$ cat src/rtl/tick_timer_pkg.sv
// Shared opcodes, channel state type and system clock constant for the tick timer.
package tick_timer_pkg;

  localparam int unsigned SYSCLK_HZ = 32'd100_000_000;

  localparam logic [2:0] OP_LOAD           = 3'd0;
  localparam logic [2:0] OP_START_ONESHOT  = 3'd1;
  localparam logic [2:0] OP_START_PERIODIC = 3'd2;
  localparam logic [2:0] OP_STOP           = 3'd3;
  localparam logic [2:0] OP_CLEAR_FLAG     = 3'd4;

  typedef enum logic {
    CH_IDLE = 1'b0,
    CH_RUN  = 1'b1
  } ch_state_e;

endpackage

$ cat src/rtl/tick_prescaler.sv
// Shared tick prescaler: while enabled, emits a one-cycle tick every prescale_i+1
// cycles; the counter is held at zero and the tick is low while disabled.
module tick_prescaler #(
  parameter int PRESCALE_W = 20
) (
  input  logic                  clk,
  input  logic                  reset,
  input  logic                  en_i,
  input  logic [PRESCALE_W-1:0] prescale_i,
  output logic                  tick_o
);

  logic [PRESCALE_W-1:0] cnt_q;
  logic [PRESCALE_W-1:0] cnt_d;
  logic                  tick_q;
  logic                  tick_d;

  // '>=' lets a lowered divisor wrap on the next edge instead of running on to overflow.
  always_comb begin
    if (!en_i) begin
      cnt_d  = {PRESCALE_W{1'b0}};
      tick_d = 1'b0;
    end else if (cnt_q >= prescale_i) begin
      cnt_d  = {PRESCALE_W{1'b0}};
      tick_d = 1'b1;
    end else begin
      cnt_d  = cnt_q + PRESCALE_W'(1);
      tick_d = 1'b0;
    end
  end

  always_ff @(posedge clk) begin
    if (!reset) begin
      cnt_q  <= {PRESCALE_W{1'b0}};
      tick_q <= 1'b0;
    end else begin
      cnt_q  <= cnt_d;
      tick_q <= tick_d;
    end
  end

  assign tick_o = tick_q;

endmodule

$ cat src/rtl/tick_timer_ctrl.sv
// Multi-channel tick timer: one shared prescaler feeds NUM_CH countdown channels
// that expire in one-shot or periodic mode and raise sticky interrupt flags.
module tick_timer_ctrl
  import tick_timer_pkg::*;
#(
  parameter  int NUM_CH     = 4,
  parameter  int CNT_W      = 16,
  parameter  int PRESCALE_W = 20,
  localparam int CH_W       = (NUM_CH > 1) ? $clog2(NUM_CH) : 1
) (
  input  logic                  clk,
  input  logic                  reset,
  input  logic [PRESCALE_W-1:0] prescale,
  input  logic                  cfg_we,
  input  logic [CH_W-1:0]       cfg_ch,
  input  logic [2:0]            cfg_op,
  input  logic [CNT_W-1:0]      cfg_data,
  output logic                  tick_out,
  output logic [NUM_CH-1:0]     ch_busy,
  output logic [NUM_CH-1:0]     ch_expire,
  output logic [NUM_CH-1:0]     ch_flag,
  output logic                  irq
);

  logic any_run_s;

  assign any_run_s = |ch_busy;

  tick_prescaler #(
    .PRESCALE_W(PRESCALE_W)
  ) u_prescaler (
    .clk       (clk),
    .reset     (reset),
    .en_i      (any_run_s),
    .prescale_i(prescale),
    .tick_o    (tick_out)
  );

  for (genvar g = 0; g < NUM_CH; g++) begin : g_ch
    ch_state_e        state_q;
    logic [CNT_W-1:0] reload_q;
    logic [CNT_W-1:0] count_q;
    logic             periodic_q;
    logic             expire_q;
    logic             flag_q;
    logic             sel_s;
    logic             load_s;
    logic             start_s;
    logic             stop_s;
    logic             clear_s;
    logic             last_s;

    assign sel_s = cfg_we && (cfg_ch == CH_W'(g));

    always_comb begin
      load_s  = 1'b0;
      start_s = 1'b0;
      stop_s  = 1'b0;
      clear_s = 1'b0;
      if (sel_s) begin
        case (cfg_op)
          OP_LOAD:           load_s  = 1'b1;
          OP_START_ONESHOT,
          OP_START_PERIODIC: start_s = 1'b1;
          OP_STOP:           stop_s  = 1'b1;
          OP_CLEAR_FLAG:     clear_s = 1'b1;
          default:           load_s  = 1'b0;
        endcase
      end else begin
        load_s = 1'b0;
      end
    end

    // A START or STOP in the same cycle outranks the tick, so the final tick is lost.
    assign last_s = (state_q == CH_RUN) && tick_out && !start_s && !stop_s &&
                    (count_q <= CNT_W'(1));

    always_ff @(posedge clk) begin
      if (!reset) begin
        state_q    <= CH_IDLE;
        reload_q   <= {CNT_W{1'b0}};
        count_q    <= {CNT_W{1'b0}};
        periodic_q <= 1'b0;
        expire_q   <= 1'b0;
        flag_q     <= 1'b0;
      end else begin
        expire_q <= last_s;
        if (load_s) begin
          reload_q <= cfg_data;
        end
        case (state_q)
          CH_IDLE: begin
            if (start_s) begin
              state_q    <= CH_RUN;
              count_q    <= reload_q;
              periodic_q <= (cfg_op == OP_START_PERIODIC);
            end
          end
          CH_RUN: begin
            if (start_s) begin
              count_q    <= reload_q;
              periodic_q <= (cfg_op == OP_START_PERIODIC);
            end else if (stop_s) begin
              state_q <= CH_IDLE;
            end else if (last_s) begin
              if (periodic_q) begin
                count_q <= reload_q;
              end else begin
                count_q <= {CNT_W{1'b0}};
                state_q <= CH_IDLE;
              end
            end else if (tick_out) begin
              count_q <= count_q - CNT_W'(1);
            end
          end
          default: state_q <= CH_IDLE;
        endcase
        if (last_s) begin
          flag_q <= 1'b1;
        end else if (clear_s) begin
          flag_q <= 1'b0;
        end
      end
    end

    assign ch_busy[g]   = (state_q == CH_RUN);
    assign ch_expire[g] = expire_q;
    assign ch_flag[g]   = flag_q;
  end

  assign irq = |ch_flag;

endmodule

$ cat config.mk
export PLATFORM = sky130hd
export DESIGN_NAME = tick_timer_ctrl
export DESIGN_NICKNAME = d
export VERILOG_FILES = /design/src/rtl/tick_timer_pkg.sv /design/src/rtl/tick_prescaler.sv /design/src/rtl/tick_timer_ctrl.sv
export SDC_FILE = /design/constraint.sdc
export NUM_CORES = 1
export LEC_CHECK = 0
export BUFFER_PORTS_ARGS = -buffer_cell sky130_fd_sc_hd__buf_2
export CORE_MARGIN = 10
export CORE_UTILIZATION = 47
export DETAILED_ROUTE_END_ITERATION = 16
export GPL_ROUTABILITY_DRIVEN = 0
export PLACE_DENSITY_LB_ADDON = 0.08
export SYNTH_ARGS = -nofsm -noshare
export SYNTH_HDL_FRONTEND = slang
export SYNTH_SLANG_ARGS = --single-unit
$ cat constraint.sdc
create_clock -name clk -period 2.54 [get_ports clk]
set_input_delay 0.127 -clock clk [delete_from_list [all_inputs] [get_ports clk]]
set_output_delay 0.127 -clock clk [all_outputs]
set_load 0.02 [all_outputs]
==> flow_summary.toml <==
[run_status]
status = "complete, no violations"

[yosys]
async_flop_share_pct = 0
synth_area_um2 = 8400
synth_nets = 1153
syn-instance-count = 1080
synth_cell_types = 62
ys_ff_latch = 165
ys.warnings.count = 0
avgSynthCellArea_um2 = 7.78
synth_edf_count = 0
seq_area_frac_synth_pct = 39.3
synth_ff_type = "dfxtp_1"
synthTopCellsByArea = "dfxtp_1, nand2_1, a21oi_1"
synth_top_area_share_pct = 39.3
synth_area_leader_cell = "dfxtp_1"

[cts]
clk_path_buf_depth = 2
clk_latency_ps = 440
cts.sinks = 165
tritoncts = "built"
cts.htree.levels = 4
cts_made_buffers = 17
path_clk_slew_ps = 60
cts_root_buffer = "clkbuf_16"

[power]
internal_power_uw = 4250
p_leak_uw = 0.00371
power.total_uw = 5670
vdd_ir_drop_max_mv = 0.642
cellPowerDensity_nw_per_um2 = 585
pwr-share-clk_pct = 44.7
power_switching_uw = 1420
power_frac_comb_pct = 8.8
p_seq_share_pct = 46.5
switching_share_pct = 25.0

[sta]
period_share_pct = 98.6
rsz0062_at_grt = "true"
fin_ws_ps = 35.2
finalHoldViolCount = 0
worst_slew_pin_slew_ps = 814
fin_crit_ps = 2500
final-max-slew-violation-count = 0
fmax_ghz = 0.399
setup_viol = 0
skew_ps = 10.2
finalSetupTns_ps = 0
slew_headroom_pct = 45.6

[setup_path]
startpoint = "g_ch[3].count_q[8]"
ff2ff_setup_slack_ps = 40
critPathLaunchType = "flop"
path_depth = 7
end_kind = "flop"
cpMostUsedCell = "or4_4"
critPathRequiredTime_ps = 2900
crit_family = "simple AND/OR/NAND/NOR gates"
path_buf_inv = 1
slowest_stage = "or4_4"
r2r-end = "g_ch[3].count_q[12]"
worstPathMaxFanout = 6
crit_path_max_incr_delay_ps = 530
cp-endpoint = "g_ch[3].count_q[12]"
r2r_cells = 7
crit_chain = "or4_4, or4_4, or4_4, o21bai_4, buf_6, a22oi_1, o22ai_1"
rr_startpoint = "g_ch[3].count_q[8]"
path_class = "flop to flop"
cp.arrival_ps = 2860

[finish]
fin_nets = 1216
drive_above_1_share_pct = 14.5
design_area_um2 = 9680
area_growth_pct = 15.2

[drt]
wl_per_cell_um = 17.6
vias = 7878
viasPerCell = 5.70
first_pass_iters = 5
wl_um = 24300
postRouteAntennaNets = 0
route.detailed.drc = 0
drtIter0Drc = 512

[floorplan]
fp.dieH_um = 154
initial_utilization_pct = 48.3
rows = 48
die_w_um = 154
dieArea_um2 = 23600
io_pins = 58
core_area_um2 = 17400

[placement]
io_buffers = 57
hpwl_um = 17100
postPlaceCellArea_um2 = 9050
pre_cts_slack_ps = 77.3

[global_route]
grt_pass1_wl_um = 39400
grt_max_degree = 92
grt_overflow = 0
antenna_found_initial = 1
grt_usage_pct = 20.1
grt_pass1_vias = 7355

[job]
cap_violations = 0

[hold_path]
hp-class = "input port to flop"
-- power groups by stage --
stage | clock network (uW) | registers (uW) | logic (uW)
after floorplan | 0 | 2690 | 310
after global placement | 0 | 2690 | 484
after detailed placement | 0 | 2690 | 485
after CTS | 2570 | 2640 | 489
after global routing | 2680 | 2640 | 547
final | 2530 | 2640 | 496
-- timing repair --
action / 4_1_cts / 5_1_grt
hold endpoints to repair: 1 / 0
hold buffers: 1 / 0
gates resized for setup: 0 / 8
endpoints found under the setup margin: 0 / 22
buffers inserted: 0 / 1
-- cell usage after synthesis, drive strengths merged, types with 6 or more instances --
| master | count |
|---|---|
| a21oi | 122 |
| a221oi | 17 |
| a22oi | 13 |
| a31oi | 9 |
| a32oi | 7 |
| and3 | 9 |
| buf | 22 |
| clkbuf | 44 |
| dfxtp | 165 |
| ha | 29 |
| inv | 36 |
| nand2 | 183 |
| nand3 | 54 |
| nand4 | 7 |
| nor2 | 87 |
| nor2b | 8 |
| nor3 | 25 |
| nor4 | 14 |
| o211ai | 17 |
| o21ai | 72 |
| o22ai | 6 |
| o31ai | 7 |
| or2 | 8 |
| or4 | 13 |
| xnor2 | 19 |
| xor2 | 25 |
-- routing by layer --
layer | track usage (%) | up-vias | share of wire (%)
met3 | 3.32 | 19 | 4.3
met4 | 5.35 | 0 | 1.4
met1 | 27.6 | 3719 | 48
li1 | - | 3970 | -
met2 | 31.9 | 170 | 46
met5 | 0 | - | 0
-- how the worst min path moves through the flow --
stage	from	endpoint	slack, ps	cells past startpoint
2_1_floorplan	cfg_data[0]	g_ch[0].reload_q[0]	260	2
3_3_place_gp	u_prescaler.cnt_q[0]	u_prescaler.cnt_q[0]	440	1
3_5_place_dp	g_ch[0].reload_q[0]	g_ch[0].reload_q[0]	450	2
4_1_cts	cfg_data[14]	g_ch[3].reload_q[14]	2	3
5_1_grt	cfg_data[14]	g_ch[0].reload_q[14]	7	3
6_report	cfg_data[14]	g_ch[0].reload_q[14]	2	3
-- sequential cells by signal, summed over array words and instances (netlist names) --
name / cells
g_ch.state_q: 4
g_ch.periodic_q: 4
g_ch.flag_q: 4
u_prescaler.tick_o: 1
u_prescaler.cnt_q: 20
g_ch.expire_q: 4
g_ch.count_q: 64
g_ch.reload_q: 64
-- kinds of logic after synthesis --
| logic type | count (synthesis) | synth area share, % |
|---|---|---|
| and+or+nand+nor | 438 | 24.3 |
| DFF | 165 | 39.3 |
| buffers and inverters | 103 | 5.48 |
| AOI/OAI and AO/OA | 301 | 22.0 |
| adders and majority gates | 29 | 4.32 |
| xor gates and xnor gates | 44 | 4.59 |
-- layout by cell type, fill, tap and decap left out, types with 17 or more instances in the layout --
master,count
o211ai_1,17
nand2_1,183
a21oi_1,121
buf_4,50
inv_1,35
xor2_1,25
nor2_1,87
xnor2_1,19
nor3_1,23
o21ai_0,68
nand3_1,54
buf_2,57
dfxtp_1,164
a221oi_1,17
ha_1,29
clkbuf_16,17
-- worst min-delay path: cells and delay by family --
kind | cells | cell delay, ps
AOI/OAI and AO/OA | 1 | 50
and+or+nand+nor | 1 | 60
buffers and inverters | 1 | 150
-- stage by stage --
stage | std cells | utilization [%] | hold WS (ps)
after global placement | 1347 | 52.0 | 444
after global routing | 1382 | 55.6 | 7.16
after detailed placement | 1347 | 52.0 | 450
final | 1382 | 55.6 | 2.43
after CTS | 1380 | 55.4 | 2.01
after floorplan | 1080 | - | 263
-- area by class of cell --
| class | count | area (um2) |
|---|---|---|
| Fill cell | 1685 | 7730 |
| Clock inverter | 11 | 100 |
| Sequential cell | 165 | 3300 |
| Clock buffer | 21 | 480 |
| Timing Repair Buffer | 111 | 713 |
| Multi-Input combinational cell | 812 | 4670 |
| Tap cell | 225 | 282 |
| Inverter | 36 | 135 |
| Antenna cell | 1 | 2.50 |
Power figures use the tool's default switching activity.
